[src/rtl/toy_mem_responder_if.sv]
// Processor-side bus of the toy memory responder: request, multiplexed
// address/data input, read data and status outputs.
interface toy_mem_responder_if;
  logic       MEM_EN;
  logic       WRITE_EN;
  logic [7:0] D_IN;
  logic [7:0] D_OUT;
  logic       READY;
  logic       BUSY;
  logic [7:0] ACCESS_CNT;

  modport master (output MEM_EN, WRITE_EN, D_IN,
                  input  D_OUT, READY, BUSY, ACCESS_CNT);
  modport slave  (input  MEM_EN, WRITE_EN, D_IN,
                  output D_OUT, READY, BUSY, ACCESS_CNT);
endinterface

[src/rtl/toy_mem_responder.sv]
// Byte-wide memory slave with programmable wait states. Address and write
// data share D_IN; READY is a one-cycle registered completion strobe.
module toy_mem_responder #(
  parameter int ADDR_W      = 8,
  parameter int WAIT_STATES = 1
) (
  input logic              CLK,
  input logic              RESET,
  toy_mem_responder_if.slave bus
);
  typedef enum logic [1:0] {S_IDLE, S_WAIT, S_DATA, S_DONE} state_e;

  localparam logic [3:0] WS = 4'(WAIT_STATES);

  state_e              state_q, state_d;
  logic [3:0]          wcnt_q, wcnt_d;
  logic [ADDR_W-1:0]   addr_q, addr_d;
  logic                wr_q, wr_d;
  logic [7:0]          dout_q, dout_d;
  logic [7:0]          cnt_q, cnt_d;
  logic                ready_q, ready_d;
  logic                mem_we;
  logic [7:0]          mem_q [2**ADDR_W];

  always_comb begin
    state_d = state_q;
    wcnt_d  = wcnt_q;
    addr_d  = addr_q;
    wr_d    = wr_q;
    dout_d  = dout_q;
    cnt_d   = cnt_q;
    ready_d = 1'b0;
    mem_we  = 1'b0;
    case (state_q)
      S_IDLE: if (bus.MEM_EN) begin
        addr_d  = bus.D_IN[ADDR_W-1:0];
        wr_d    = bus.WRITE_EN;
        wcnt_d  = WS;
        state_d = (WAIT_STATES == 0) ? S_DATA : S_WAIT;
      end
      // A dropped request during wait states abandons the access silently.
      S_WAIT: if (!bus.MEM_EN) state_d = S_IDLE;
        else begin
          wcnt_d = wcnt_q - 4'd1;
          if (wcnt_q == 4'd1) state_d = S_DATA;
        end
      S_DATA: begin
        mem_we  = wr_q;
        if (!wr_q) dout_d = mem_q[addr_q];
        ready_d = 1'b1;
        cnt_d   = cnt_q + 8'd1;
        state_d = S_DONE;
      end
      // Request must be seen low before another access can start.
      S_DONE: if (!bus.MEM_EN) state_d = S_IDLE;
      default: state_d = S_IDLE;
    endcase
  end

  always_ff @(posedge CLK or negedge RESET) begin
    if (!RESET) begin
      state_q <= S_IDLE;
      wcnt_q  <= '0;
      addr_q  <= '0;
      wr_q    <= 1'b0;
      dout_q  <= '0;
      cnt_q   <= '0;
      ready_q <= 1'b0;
    end else begin
      state_q <= state_d;
      wcnt_q  <= wcnt_d;
      addr_q  <= addr_d;
      wr_q    <= wr_d;
      dout_q  <= dout_d;
      cnt_q   <= cnt_d;
      ready_q <= ready_d;
    end
  end

  // Storage is deliberately not reset.
  always_ff @(posedge CLK) begin
    if (mem_we) mem_q[addr_q] <= bus.D_IN;
  end

  assign bus.D_OUT      = dout_q;
  assign bus.READY      = ready_q;
  assign bus.BUSY       = (state_q != S_IDLE);
  assign bus.ACCESS_CNT = cnt_q;
endmodule

[src/flat_wrapper.sv]
// flat-port wrapper written by rule: the top's interface ports become plain ports
module toy_mem_responder_flat 
#(
  parameter int ADDR_W      = 8,
  parameter int WAIT_STATES = 1
)
  (CLK, RESET, bus_MEM_EN, bus_WRITE_EN, bus_D_IN, bus_D_OUT, bus_READY, bus_BUSY, bus_ACCESS_CNT);
  toy_mem_responder_if bus_i ();
  input logic CLK;
  input logic RESET;
  input wire logic [$bits(bus_i.MEM_EN)-1:0] bus_MEM_EN;
  input wire logic [$bits(bus_i.WRITE_EN)-1:0] bus_WRITE_EN;
  input wire logic [$bits(bus_i.D_IN)-1:0] bus_D_IN;
  output wire logic [$bits(bus_i.D_OUT)-1:0] bus_D_OUT;
  output wire logic [$bits(bus_i.READY)-1:0] bus_READY;
  output wire logic [$bits(bus_i.BUSY)-1:0] bus_BUSY;
  output wire logic [$bits(bus_i.ACCESS_CNT)-1:0] bus_ACCESS_CNT;
  assign bus_i.MEM_EN = bus_MEM_EN;
  assign bus_i.WRITE_EN = bus_WRITE_EN;
  assign bus_i.D_IN = bus_D_IN;
  assign bus_D_OUT = bus_i.D_OUT;
  assign bus_READY = bus_i.READY;
  assign bus_BUSY = bus_i.BUSY;
  assign bus_ACCESS_CNT = bus_i.ACCESS_CNT;
  toy_mem_responder #(.ADDR_W(ADDR_W), .WAIT_STATES(WAIT_STATES)) u_core (.CLK(CLK), .RESET(RESET), .bus(bus_i));
endmodule
[config.mk]
export PLATFORM = sky130hd
export DESIGN_NAME = toy_mem_responder_flat
export DESIGN_NICKNAME = d
export VERILOG_FILES = /design/src/rtl/toy_mem_responder_if.sv /design/src/rtl/toy_mem_responder.sv /design/src/flat_wrapper.sv
export SDC_FILE = /design/constraint.sdc
export NUM_CORES = 2
export LEC_CHECK = 0
export BUFFER_PORTS_ARGS = -buffer_cell sky130_fd_sc_hd__buf_2
export CORE_MARGIN = 3
export CORE_UTILIZATION = 35
export CTS_CLUSTER_SIZE = 14
export DETAILED_ROUTE_END_ITERATION = 10
export PLACE_DENSITY_LB_ADDON = 0.3
export SLEW_MARGIN = 25
export SYNTH_ARGS = -nofsm -noshare
export SYNTH_HDL_FRONTEND = slang
export SYNTH_SLANG_ARGS = --single-unit
[constraint.sdc]
create_clock -name CLK -period 9.03 [get_ports CLK]
set_input_delay 2.709 -clock CLK [delete_from_list [all_inputs] [get_ports CLK]]
set_output_delay 2.709 -clock CLK [all_outputs]
set_load 0.05 [all_outputs]
==> results.cfg <==
[run_status]
status = finished clean

[synth]
ys_seq_elements = 2080
synth_ff_type = edfxtp_1
yosysSeqAreaShare_pct = 76.9
ys_warn_count = 0
synthesis.area_um2 = 81000
synth.distinct_cells = 65
synthTopCellsByCount = 2048 x edfxtp_1, 534 x mux4_2, 279 x nor2_1, 123 x mux2i_1, 81 x buf_2
synth_area_leaders = edfxtp_1 76%, mux4_2 15%, mux2i_1 1.5%, nor2_1 1.3%, dfrtp_1 0.99%
synth.most_common_cell = edfxtp_1
synth_top_area_share_pct = 75.9
synth_top_area_cell = edfxtp_1
syn_avg_cell_area_um2 = 21.9
synthArstFlopShare_pct = 1.54
synth_edf_count = 2048
syn_inst = 3699
syn_nets = 3714

[global_routing]
grt_pass1_wl_mm = 299
grt_max_degree = 210
gr-total-overflow = 0
antenna_found_initial = 8
grtUsageTotal_pct = 17.5
grt_pass1_vias = 39300

[power]
p_switching_mw = 8.54
max-vdd-ir-drop_mv = 0.215
clkPwrFrac_pct = 31.5
leakagePower_nw = 27.9
powerDensity_nw_per_um2 = 297
internal_power_mw = 18.7
swShare_pct = 31.4
pwr-share-seq_pct = 40.1
combPwrFrac_pct = 28.4

[worst_hold_path]
hold_path_end = u_core.bus.ACCESS_CNT[7]
holdCritPathClass = flop to flop
hold_start = u_core.bus.ACCESS_CNT[7]
holdPathStages = 1

[clocking]
cts_setup_buffers = 0
clk-insertion-delay-late_ns = 0.84
ctsLongestPathBuffers = 3
cts_hold_buf = 0
root_buffer = clkbuf_16
cts_inserted_buffers = 208
cts_resized = 0
htree_levels = 4
cts_num_sinks = 2080
clk_pin_slew_ns = 0.06
cts_tree = done

[placement]
portBuffers = 29
gp_congestion = 0.860
place_ws_ns = 4.02
place_hpwl_mm = 125

[setup_path]
rr_endpoint = u_core.mem_q[107][7]
cp-end-kind = flop
r2r-start = u_core.addr_q[2]
critical_path_arrival_ns = 5.61
crit_fanout = 49
worstSetupStartpointType = flop
worstRegToRegCells = 6
rrSetupSlack_ns = 3.89
worst-setup-path-type = flop to flop
critPathRequiredTime_ns = 9.49
startpoint = u_core.addr_q[2]

[sta]
skew_ns = 0.0650
timing.slew.headroom_pct = 21.1
setup_viol = 0
hold_viol_final = 0
fin_crit_ns = 5.14
maxSlewViolCount = 0
tightest_slew_ns = 1.18
fin_crit_sh_pct = 57.0
setup_ws_ns = 3.89
fmax_mhz = 194
rsz0062_at_grt = no
totalNegativeSetupSlack_ns = 0

[layout]
seq_area_um2 = 62300
nFillCells = 19900
multi_input_area_um2 = 17600
utilization_pct = 40.0
drive_gt1_share_pct = 26.0
nNetsFinal = 3822
area_delta_synth_final_pct = 13.1

[routing]
drt-total-wl_mm = 209
detail_route.wl_per_cell_um = 29.9
vias = 38700
vias_per_cell = 5.54
drtIter0Drc = 4806
postRouteAntennaNets = 0
route.detailed.drc = 0
drt_first_pass_iters = 6

[floorplan]
initial_core_util_pct = 35.4
die_w_um = 487
floorplan.die_area_um2 = 237000
ios = 30
core_um2 = 229000
die_h_um = 487
rows = 175

[job]
maxCapViolations = 0
-- cell usage in the layout, fill, tap and decap left out, drive strengths merged, types with 10 or more instances in the layout --
| cell | n |
|---|---|
| a221oi | 14 |
| edfxtp | 2048 |
| clkinv | 96 |
| nand2 | 56 |
| o22ai | 16 |
| nor2 | 279 |
| a22oi | 36 |
| mux2i | 123 |
| dfrtp | 32 |
| o221ai | 10 |
| mux4 | 539 |
| inv | 14 |
| nor3 | 22 |
| clkbuf | 257 |
| mux2 | 37 |
| o22a | 13 |
| nor2b | 12 |
| a21oi | 40 |
| o21ai | 43 |
| buf | 114 |
| nand3 | 39 |
| a22o | 13 |
| bufinv | 20 |
-- power groups by stage --
stage               Clock, mW  Sequential, mW  Combinational (mW)
global route             9.11            10.9                8.06
CTS                      8.72            10.9                7.74
detailed placement          0            11.1                7.71
global placement            0            11.1                7.70
floorplan                   0            11.0                5.12
finish                   8.57            10.9                7.72
-- area by class of cell --
| class | count | area share [%] |
|---|---|---|
| clock inverters | 129 | 1.51 |
| diodes | 4 | 0.0109 |
| clock buffers | 253 | 5.91 |
| flip-flops and latches | 2080 | 68.0 |
| repair buffers | 118 | 1.17 |
| well taps | 3009 | 4.11 |
| inverters | 10 | 0.0437 |
| multi-input cells | 1389 | 19.2 |
-- sequential cells by signal (all words and copies together) (netlist names), named ones only --
signal / flops
u_core.mem_q: 2048
u_core.bus.READY: 1
u_core.addr_q: 8
u_core.bus.ACCESS_CNT: 8
u_core.wr_q: 1
u_core.bus.D_OUT: 8
u_core.state_q: 1
u_core.wcnt_q: 4
-- layer usage --
layer  GRT usage (%)  routed length [µm]  vias up
met5               0                  13        -
met3            3.79               16500      319
met4            5.99                7010        2
met1            24.5               88200    21000
li1                -                   -    15800
met2            27.0               97400     1692
-- critical path: stages, from the launching register on --
cell	delay [ns]
dfrtp_4	0.56
buf_4	0.32
buf_4	0.52
nor2_1	0.86
nand4_1	1.09
buf_4	0.61
nor2_1	0.73
-- cells by family after synthesis --
family | share of synthesized area, %
simple gates | 2.42
flops | 76.9
mux | 17.0
fa+ha+maj | 0.0464
buf+inv | 1.56
compound gates | 1.93
xor+xnor | 0.0757
-- worst max path at each step --
stage | endpoint | slack [ns] | cells past startpoint
after floorplan | u_core.addr_q[1] | 5.23 | 4
after global placement | u_core.bus.D_OUT[4] | 4.03 | 9
after detailed placement | u_core.bus.D_OUT[4] | 4.02 | 9
after CTS | u_core.bus.D_OUT[4] | 3.98 | 9
after global routing | u_core.bus.D_OUT[4] | 3.88 | 9
final | u_core.mem_q[107][7] | 3.89 | 6
-- stage by stage --
stage | hold slack, ns | area (µm²) | total power [mW] | std cells
final | 0.468 | 91600 | 27.2 | 6992
after CTS | 0.475 | 91500 | 27.4 | 6985
after floorplan | 0.463 | 81000 | 16.1 | 3699
after global routing | 0.495 | 91600 | 28.1 | 6990
after detailed placement | 0.463 | 84700 | 18.8 | 6603
after global placement | 0.459 | 84600 | 18.8 | 6602
No activity file was read; power rests on OpenSTA's default activity.
